File: src/rtl/spongent_perm_iter.sv
// Iterated SPONGENT permutation: one round per clock, or two per clock when
// SPONGENT_UNROLL2_EN is defined. The port list is identical in both builds.
module spongent_perm_iter #(
   parameter int unsigned      B        = 264,
   parameter int unsigned      ROUNDS   = 140,
   parameter int unsigned      CNT_W    = 8,
   parameter logic [CNT_W-1:0] CNT_INIT = CNT_W'(8'hC7),
   parameter logic [CNT_W-1:0] CNT_POLY = CNT_W'(8'h8E)
) (
   input  logic             clk,
   input  logic             rst,
   input  logic             start,
   input  logic [B-1:0]     state_in,
   output logic             busy,
   output logic             done,
   output logic [B-1:0]     state_out,
   output logic [CNT_W-1:0] cnt_out
);

   localparam int unsigned RW = $clog2(ROUNDS + 1);

   typedef enum logic [1:0] {StIdle, StRun, StDone} state_e;

   state_e           state_q, state_d;
   logic [B-1:0]     work_q, work_d;
   logic [B-1:0]     out_q, out_d;
   logic [CNT_W-1:0] cnt_q, cnt_d;
   logic [RW-1:0]    rnd_q, rnd_d;

   logic [B-1:0]     run_s;
   logic [CNT_W-1:0] run_c;
   logic [RW-1:0]    run_r;

   function automatic logic [3:0] sbox(input logic [3:0] x);
      logic [3:0] y;
      case (x)
         4'h0: y = 4'hE;  4'h1: y = 4'hD;  4'h2: y = 4'hB;  4'h3: y = 4'h0;
         4'h4: y = 4'h2;  4'h5: y = 4'h1;  4'h6: y = 4'h4;  4'h7: y = 4'hF;
         4'h8: y = 4'h7;  4'h9: y = 4'hA;  4'hA: y = 4'h8;  4'hB: y = 4'h5;
         4'hC: y = 4'h9;  4'hD: y = 4'hC;  4'hE: y = 4'h3;  default: y = 4'h6;
      endcase
      return y;
   endfunction

   function automatic logic [CNT_W-1:0] lfsr_step(input logic [CNT_W-1:0] c);
      return {c[CNT_W-2:0], ^(c & CNT_POLY)};
   endfunction

   function automatic logic [B-1:0] round_f(input logic [B-1:0] s, input logic [CNT_W-1:0] c);
      logic [B-1:0] t;
      logic [B-1:0] p;
      t = s;
      // counter into the low bits, bit-reversed counter into the top bits
      for (int i = 0; i < CNT_W; i++) begin
         t[i]       = t[i] ^ c[i];
         t[B-1-i]   = t[B-1-i] ^ c[i];
      end
      for (int n = 0; n < B / 4; n++) begin
         t[4*n +: 4] = sbox(t[4*n +: 4]);
      end
      p = '0;
      for (int j = 0; j < B - 1; j++) begin
         p[(j * (B / 4)) % (B - 1)] = t[j];
      end
      p[B-1] = t[B-1];
      return p;
   endfunction

   always_comb begin
      state_d = state_q;
      work_d  = work_q;
      out_d   = out_q;
      cnt_d   = cnt_q;
      rnd_d   = rnd_q;

      run_s = round_f(work_q, cnt_q);
      run_c = lfsr_step(cnt_q);
      run_r = rnd_q + RW'(1);
`ifdef SPONGENT_UNROLL2_EN
      // second round only while at least two remain, so odd counts end on a single round
      if ((ROUNDS - 32'(rnd_q)) >= 32'd2) begin
         run_s = round_f(run_s, run_c);
         run_c = lfsr_step(run_c);
         run_r = rnd_q + RW'(2);
      end
`endif

      unique case (state_q)
         StIdle: begin
            cnt_d = CNT_INIT;
            if (start) begin
               state_d = StRun;
               work_d  = state_in;
               rnd_d   = '0;
            end
         end
         StRun: begin
            work_d = run_s;
            cnt_d  = run_c;
            rnd_d  = run_r;
            if (run_r == RW'(ROUNDS)) begin
               state_d = StDone;
               out_d   = run_s;
            end
         end
         StDone: begin
            state_d = StIdle;
            cnt_d   = CNT_INIT;
            rnd_d   = '0;
         end
         default: begin
            state_d = StIdle;
            cnt_d   = CNT_INIT;
            rnd_d   = '0;
         end
      endcase
   end

   always_ff @(posedge clk) begin
      if (rst) begin
         state_q <= StIdle;
         work_q  <= '0;
         out_q   <= '0;
         cnt_q   <= CNT_INIT;
         rnd_q   <= '0;
      end else begin
         state_q <= state_d;
         work_q  <= work_d;
         out_q   <= out_d;
         cnt_q   <= cnt_d;
         rnd_q   <= rnd_d;
      end
   end

   assign busy      = (state_q == StRun);
   assign done      = (state_q == StDone);
   assign state_out = out_q;
   assign cnt_out   = cnt_q;

endmodule

File: config.mk
export PLATFORM = sky130hd
export DESIGN_NAME = spongent_perm_iter
export DESIGN_NICKNAME = d
export VERILOG_FILES = /design/src/rtl/spongent_perm_iter.sv
export SDC_FILE = /design/constraint.sdc
export NUM_CORES = 2
export LEC_CHECK = 0
export ABC_AREA = 1
export CORE_MARGIN = 2
export CORE_UTILIZATION = 50
export DETAILED_ROUTE_END_ITERATION = 7
export PLACE_DENSITY = 0.77
export SYNTH_ARGS = -nofsm -noshare
export SYNTH_HDL_FRONTEND = slang
export SYNTH_MEMORY_MAX_BITS = 65536
export SYNTH_SLANG_ARGS = --single-unit
File: constraint.sdc
create_clock -name clk -period 2.5 [get_ports clk]
set_input_delay 0.5 -clock clk [delete_from_list [all_inputs] [get_ports clk]]
set_output_delay 0.5 -clock clk [all_outputs]
set_load 0.02 [all_outputs]
Word-level counts from Yosys, hierarchy flattened
Memory sizes are Yosys's and may differ from the RTL's. A register that Yosys moved wholly into a read port is not among the register bits.
Cells that the tools add are included.
{ "word_totals": {"ff_bits": 546, "latchBits": 0, "mem_bits_rw": 0, "mem_bits_ro": 4224, "input_bits": 267, "out_inout_bits": 274, "elab_cells": 232, "n_memories": 66} }
{ "classes": {"addsub": 1, "mul": 0, "div_mod_pow": 0, "magnitude_cmp": 0, "eq_ne": 5, "shifts": 0, "muxes": 131, "bitwise": 17, "reduce_logical": 7} }
{ "mem_list": {"columns": ["memory", "depth", "word_bits", "rd", "rd_clocked_by_memory_dff", "wr", "line_no", "rtl"], "rows": [
  ["(name not given)", 16, 4, 1, 0, 0, "36", "case (x)"],
  ["(name not given)", 16, 4, 1, 0, 0, "36", null],
  ["(name not given)", 16, 4, 1, 1, 0, "36", null],
  ["(name not given)", 16, 4, 1, 1, 0, "36", null],
  ["(name not given)", 16, 4, 1, 1, 0, "36", null],
  ["(name not given)", 16, 4, 1, 1, 0, "36", null],
  ["+60 memories", null, null, null, null, null, null, null]
]} }
{ "ops": {"columns": ["operator", "n"], "rows": [
  ["$pmux W264 S2", 1],
  ["$mux W4", 124],
  ["$mux W264", 1],
  ["$pmux W8 S2", 1],
  ["$xor A1 B1 Y1", 16],
  ["$add A8 B1 Y8 const B", 1],
  ["$eq A8 B8 Y1 const B", 1],
  ["$mux W8", 1],
  ["$reduce_xor A8 Y1", 1],
  ["$reduce_and A2 Y1", 3],
  ["$mux W2", 2],
  ["$pmux W2 S2", 1],
  ["$eq A2 B1 Y1 const B", 1],
  ["$eq A2 B2 Y1 const B", 1],
  ["$logic_not A2 Y1", 1],
  ["$ne A2 B1 Y1 const B", 1],
  ["$ne A2 B2 Y1 const B", 1],
  ["$reduce_bool A2 Y1", 1],
  ["$reduce_or A2 Y1", 1],
  ["$not A1 Y1", 1]
]} }

Logic depth before layout (Yosys ltp)
{ "depth": {"ltp_word": 5, "depth_mapped": 20, "depth_no_buf": 19} }

Least setup slack after synthesis
No wires, ideal clock.
{ "synth_timing": {"kind": "register to register", "from": "register cnt_q[7] (netlist: cnt_out[7])", "to": "register run_s[148] (netlist name)", "setup_time_ps": 114, "arrival_time_ps": 2317, "required_ps": 2386, "path_slack_ps": 70, "path_stages_with_launch": 19, "n_path_buf": 1, "synth_period_minus_slack_ps": 2430, "cell_sequence": "dfxtp_1 > clkbuf_1 > inv_1 > nand2_1 > nand2_1 > ha_1 > inv_1 > nand2_1 > nand3_1 > nand2_1 > nand2_1 > a21oi_1 > nor2_1 > inv_1 > ha_1 > inv_1 > nand2_1 > nand3_1 > nand2_1"} }
{ "synth_between": {"elab_chain_len": 5, "word_cells_on_any_way": 7, "cone_classes": "mux (3); bitwise (2); memory (2)"} }
{ "synth_lines": {"columns": ["item", "line_no", "rtl"], "rows": [
  ["from (decl)", "27", "logic [CNT_W-1:0] cnt_q, cnt_d;"],
  ["from (signal assigned)", "130", "cnt_q <= cnt_d;"],
  ["$xor A1 B1 Y1, on equally long branches", "56, 55", null],
  ["$mem_v2 Z16 W4", null, null],
  ["$pmux W264 S2 *", "88", "unique case (state_q)"],
  ["$mux W4 (no line) * (2 in series)", null, null]
]} }
Mark *: on every way between the ends. The rest lies on a longest branch, timed or not.
A chain may end at the register's enable or synchronous reset.

Final worst setup path
{ "layout_timing": {"from": "register state_q[1]", "to": "register run_s[253] (netlist name)"} }
{ "layout_between": {"elab_chain_len": 5, "word_cells_on_any_way": 8, "cone_classes": "eq/ne (2); mux (3); reduce/logical (3)"} }
{ "layout_lines": {"columns": ["item", "line_no", "rtl"], "rows": [
  ["from (decl)", "24", "state_e state_q, state_d;"],
  ["from (signal assigned)", "121", "state_q <= StIdle;"],
  ["from (signal assigned)", "127", "state_q <= state_d;"],
  ["$eq A2 B1 Y1 / $logic_not A2 Y1 (equally long branches)", "88", null],
  ["$reduce_bool A2 Y1 (no line) / $ne A2 B2 Y1 (equally long branches)", null, null],
  ["$reduce_and A2 Y1 (no line)", null, null],
  ["$mux W4 (no line) * (2 in series)", null, null]
]} }
Marks and branches as above.

==> qor.txt <==
min Tclk post-route - 2.449 ns
reported max-cap violation count - 0
Num CTS Buffers - 84
Final Max Tran Viols - 0
worst-margin pin slew - 0.5546 ns
clock network fraction of total power - 33.1%
Worst-Skew Late Latency - 0.63 ns
worst hold stages - 3
Leak Pwr - 24.66 nW
Ports - 541
Vias - 39720
final net count - 6797
worst vdd ir - 0.4698 mV
Die Span X - 281.7 um
Cell Int Power - 26.28 mW
switching power - 12.75 mW
area leader, netlist - dfxtp_1
largest net degree at the start of global routing - 84
Bufs on Longest Clock Path - 3
post-synth top area share - 41.23%
Sw Share - 32.66%
Pwr Density - 742.0 mW/mm2
CP Class - reg2reg
Worst setup EP type - register
final hold viol count - 0
setup slack, reg-to-reg - 0.05 ns
grt total ovfl - 0
sequential power share - 42.1%
DRT iter0 DRCs - 3708
Seq/Total Area, Yosys - 41.23%
CTS H-tree lvls - 3
HPWL after DPL - 107100 um
final instance area - 0.05260 mm2
Final GP Congestion - 0.9881
Hold Path Sink - state_out[142]
synth top area cells - dfxtp_1 41%, nand2_1 15%, ha_1 7.9%
Layout Skew - 0.01667 ns
Gate Count Post-Synth - 5297
critical-path maximum fanout - 22
Final period util - 97.97%
Avg WL per Cell - 19.75 um
# clock sinks - 794
Placed Area - 0.04883 mm2
Netlist cell types - 44
first-pass GRT wire length - 209800 um
Tot GR Track Use - 34.32%
core area - 0.07620 mm2
Die Y - 281.7 um
final setup fails - 0
combinational fraction of design power - 24.7%
R2R cell count - 16
register bit count reported by yosys - 794
post-route ant nets - 0
Post-Syn Nets - 5808
layout cells sized above 1 - 15.61%
YS warnings - 0
Reg clk slew, reported paths - 0.06 ns
Port-buffer cells - 540
Highest Clock Rate - 408.3 MHz
Initial Utilization - 50.60%
TritonCTS clock tree - done
Avg Cell Area, Syn - 7.279 um2
area grow syn2layout - 36.43%
ys flop type - dfxtp_1
drt drc - 0
post-DR vias/cell - 5.371
RSZ-0062 raised after global routing - true
hold_sp - rst
row count - 101
Worst R2R End - run_s[253]
number of global-route vias before repair - 36960
Overall Power - 39.03 mW
crit path DAT - 2.98 ns
initial antenna violation count - 23
hold crit path type - in2reg
EDFF count, synth - 0
synthesized cell area - 0.03856 mm2
Startpoint Class - register
status - finished, final reports clean
Post-Route WL - 146100 um
Slew Limit Headroom - 63.03%
worst r2r src - state_q[1]
1st-pass router iterations - 7
Req. time, crit path - 3.03 ns
die area - 0.07935 mm2
ys async rst share - 0%
CTS root buffer - clkbuf_16
[metal layers]
metal | GRT usage (%) | part of all wire (%)
met3 | 5.842 | 8.5
met2 | 55.39 | 45
met1 | 43.51 | 41
met5 | 0 | 0.042
met4 | 19.39 | 6.1
[cells in the final DEF (no fill, tap or decap), types with 6 or more instances in the layout]
| cell type | count |
|---|---|
| o22ai_1 | 28 |
| dfxtp_2 | 10 |
| o211ai_2 | 19 |
| dfxtp_4 | 6 |
| clkdlybuf4s50_1 | 537 |
| clkbuf_8 | 22 |
| dfxtp_1 | 778 |
| xnor2_1 | 30 |
| nor3b_1 | 14 |
| or2_2 | 79 |
| o21ai_1 | 87 |
| buf_6 | 8 |
| a22oi_1 | 13 |
| clkbuf_1 | 19 |
| or2_1 | 15 |
| bufinv_16 | 6 |
| o21ai_0 | 197 |
| buf_16 | 10 |
| xor2_1 | 68 |
| inv_1 | 460 |
| inv_2 | 10 |
| buf_4 | 570 |
| o31ai_1 | 24 |
| nor3b_2 | 6 |
| a21oi_1 | 372 |
| nand2_2 | 12 |
| clkbuf_16 | 97 |
| nor2_1 | 368 |
| ha_1 | 240 |
| o211ai_1 | 48 |
| nand2_1 | 1496 |
| a21oi_2 | 20 |
| clkinv_2 | 10 |
| a31oi_1 | 13 |
| nor2_2 | 29 |
| nand3_1 | 485 |
| diode_2 | 18 |
| buf_12 | 33 |
| nor3_1 | 42 |
[what timing repair did]
action                                  4_1_cts  5_1_grt
cloned                                        0       17
hold buffers                                  0        0
endpoints found under the setup margin       20      274
pin swaps                                     0       20
buffers inserted                              0       20
resized for setup                             8      105
[cells by family after synthesis]
group                      count (synthesis)  share of synthesized area, %
AOI/OAI and AO/OA                        838                         12.19
xor gates and xnor gates                  98                         2.226
adders and majority gates                244                         7.918
buffers and inverters                    751                         8.483
DFF                                      794                         41.23
and+or+nand+nor                         2572                         27.95
[critical path: stages (launching register included)]
cell	delay [ns]
dfxtp_2	0.33
clkinv_4	0.09
nand2_8	0.14
inv_8	0.19
buf_16	0.18
nor2_1	0.06
o21ai_0	0.20
o21ai_1	0.13
nor2_1	0.18
inv_1	0.09
ha_1	0.29
inv_1	0.05
nand2_1	0.07
nand2_1	0.05
nand2_1	0.04
o21ai_0	0.08
buf_4	0.14
[final cells by class]
cell class | count | area [um2]
fillers | 6267 | 23600
multi-input cells | 3754 | 19660
flip-flops and latches | 794 | 15930
repair buffers | 1172 | 10980
clock buffers | 128 | 2551
inverters | 477 | 1853
well taps | 1030 | 1289
clock inverters | 20 | 262.8
diodes | 18 | 45.04
repair inverters | 3 | 33.78
[power groups by stage]
stage                     Sequential (mW)  Combinational, mW  Clock [mW]
after floorplan                      15.3               5.41           0
after global placement               16.6               8.89           0
after detailed placement             16.6               9.08           0
after CTS                            16.3               9.18        13.0
after global routing                 16.4               10.7        13.5
final                                16.4               9.66        12.9
[how the worst max path moves through the flow]
stage                     from          to  slack, ns  cells after the start
global route        state_q[1]  run_s[253]      -0.04                     16
CTS                 state_q[1]        busy       0.02                      5
finish              state_q[1]  run_s[253]       0.05                     16
detailed placement       start  run_s[252]      -0.57                     15
global placement         start  run_s[237]      -0.54                     13
floorplan           cnt_out[7]  run_s[148]       0.07                     18
[cells in the mapped netlist (3+ instances only)]
| cell type | instances |
|---|---|
| buf_1 | 9 |
| inv_4 | 3 |
| o31ai_1 | 26 |
| ha_1 | 244 |
| xnor2_1 | 30 |
| or2_2 | 79 |
| a21oi_1 | 381 |
| nor3b_1 | 19 |
| or2_0 | 5 |
| nand3b_1 | 5 |
| o211ai_1 | 48 |
| dfxtp_1 | 794 |
| o21ai_1 | 79 |
| o22ai_1 | 28 |
| nand2_1 | 1509 |
| nand3_2 | 4 |
| clkinv_1 | 3 |
| a21oi_2 | 11 |
| clkbuf_1 | 65 |
| o211ai_2 | 19 |
| buf_2 | 130 |
| nor2_2 | 25 |
| inv_1 | 467 |
| or2_1 | 16 |
| buf_4 | 65 |
| nor3_1 | 42 |
| nor2_1 | 374 |
| a31oi_1 | 13 |
| o21ai_2 | 3 |
| nand3_1 | 487 |
| buf_6 | 5 |
| o21ai_0 | 207 |
| a32oi_1 | 3 |
| xor2_1 | 68 |
| a22oi_1 | 16 |
| inv_2 | 4 |
[per-stage QoR]
stage | cells | setup slack, ns | TNS, ns | util (%) | hold slack (ns)
after floorplan | 5297 | 0.06975 | 0 | - | 0.4420
after global placement | 7193 | -0.5411 | -92.67 | 64.08 | 0.4348
after detailed placement | 7193 | -0.5710 | -99.49 | 64.08 | 0.4427
after CTS | 7341 | 0.01847 | 0 | 67.80 | 0.3064
after global routing | 7391 | -0.04156 | -0.2899 | 69.01 | 0.3406
final | 7396 | 0.05071 | 0 | 69.03 | 0.3364
[sequential cells by signal, indices dropped and copies added (netlist names)]
register and count:
cnt_out 8, state_q 2, state_out 264, run_s 248, rnd_q 8, work_q 264
(Power assumes the default switching activity.)
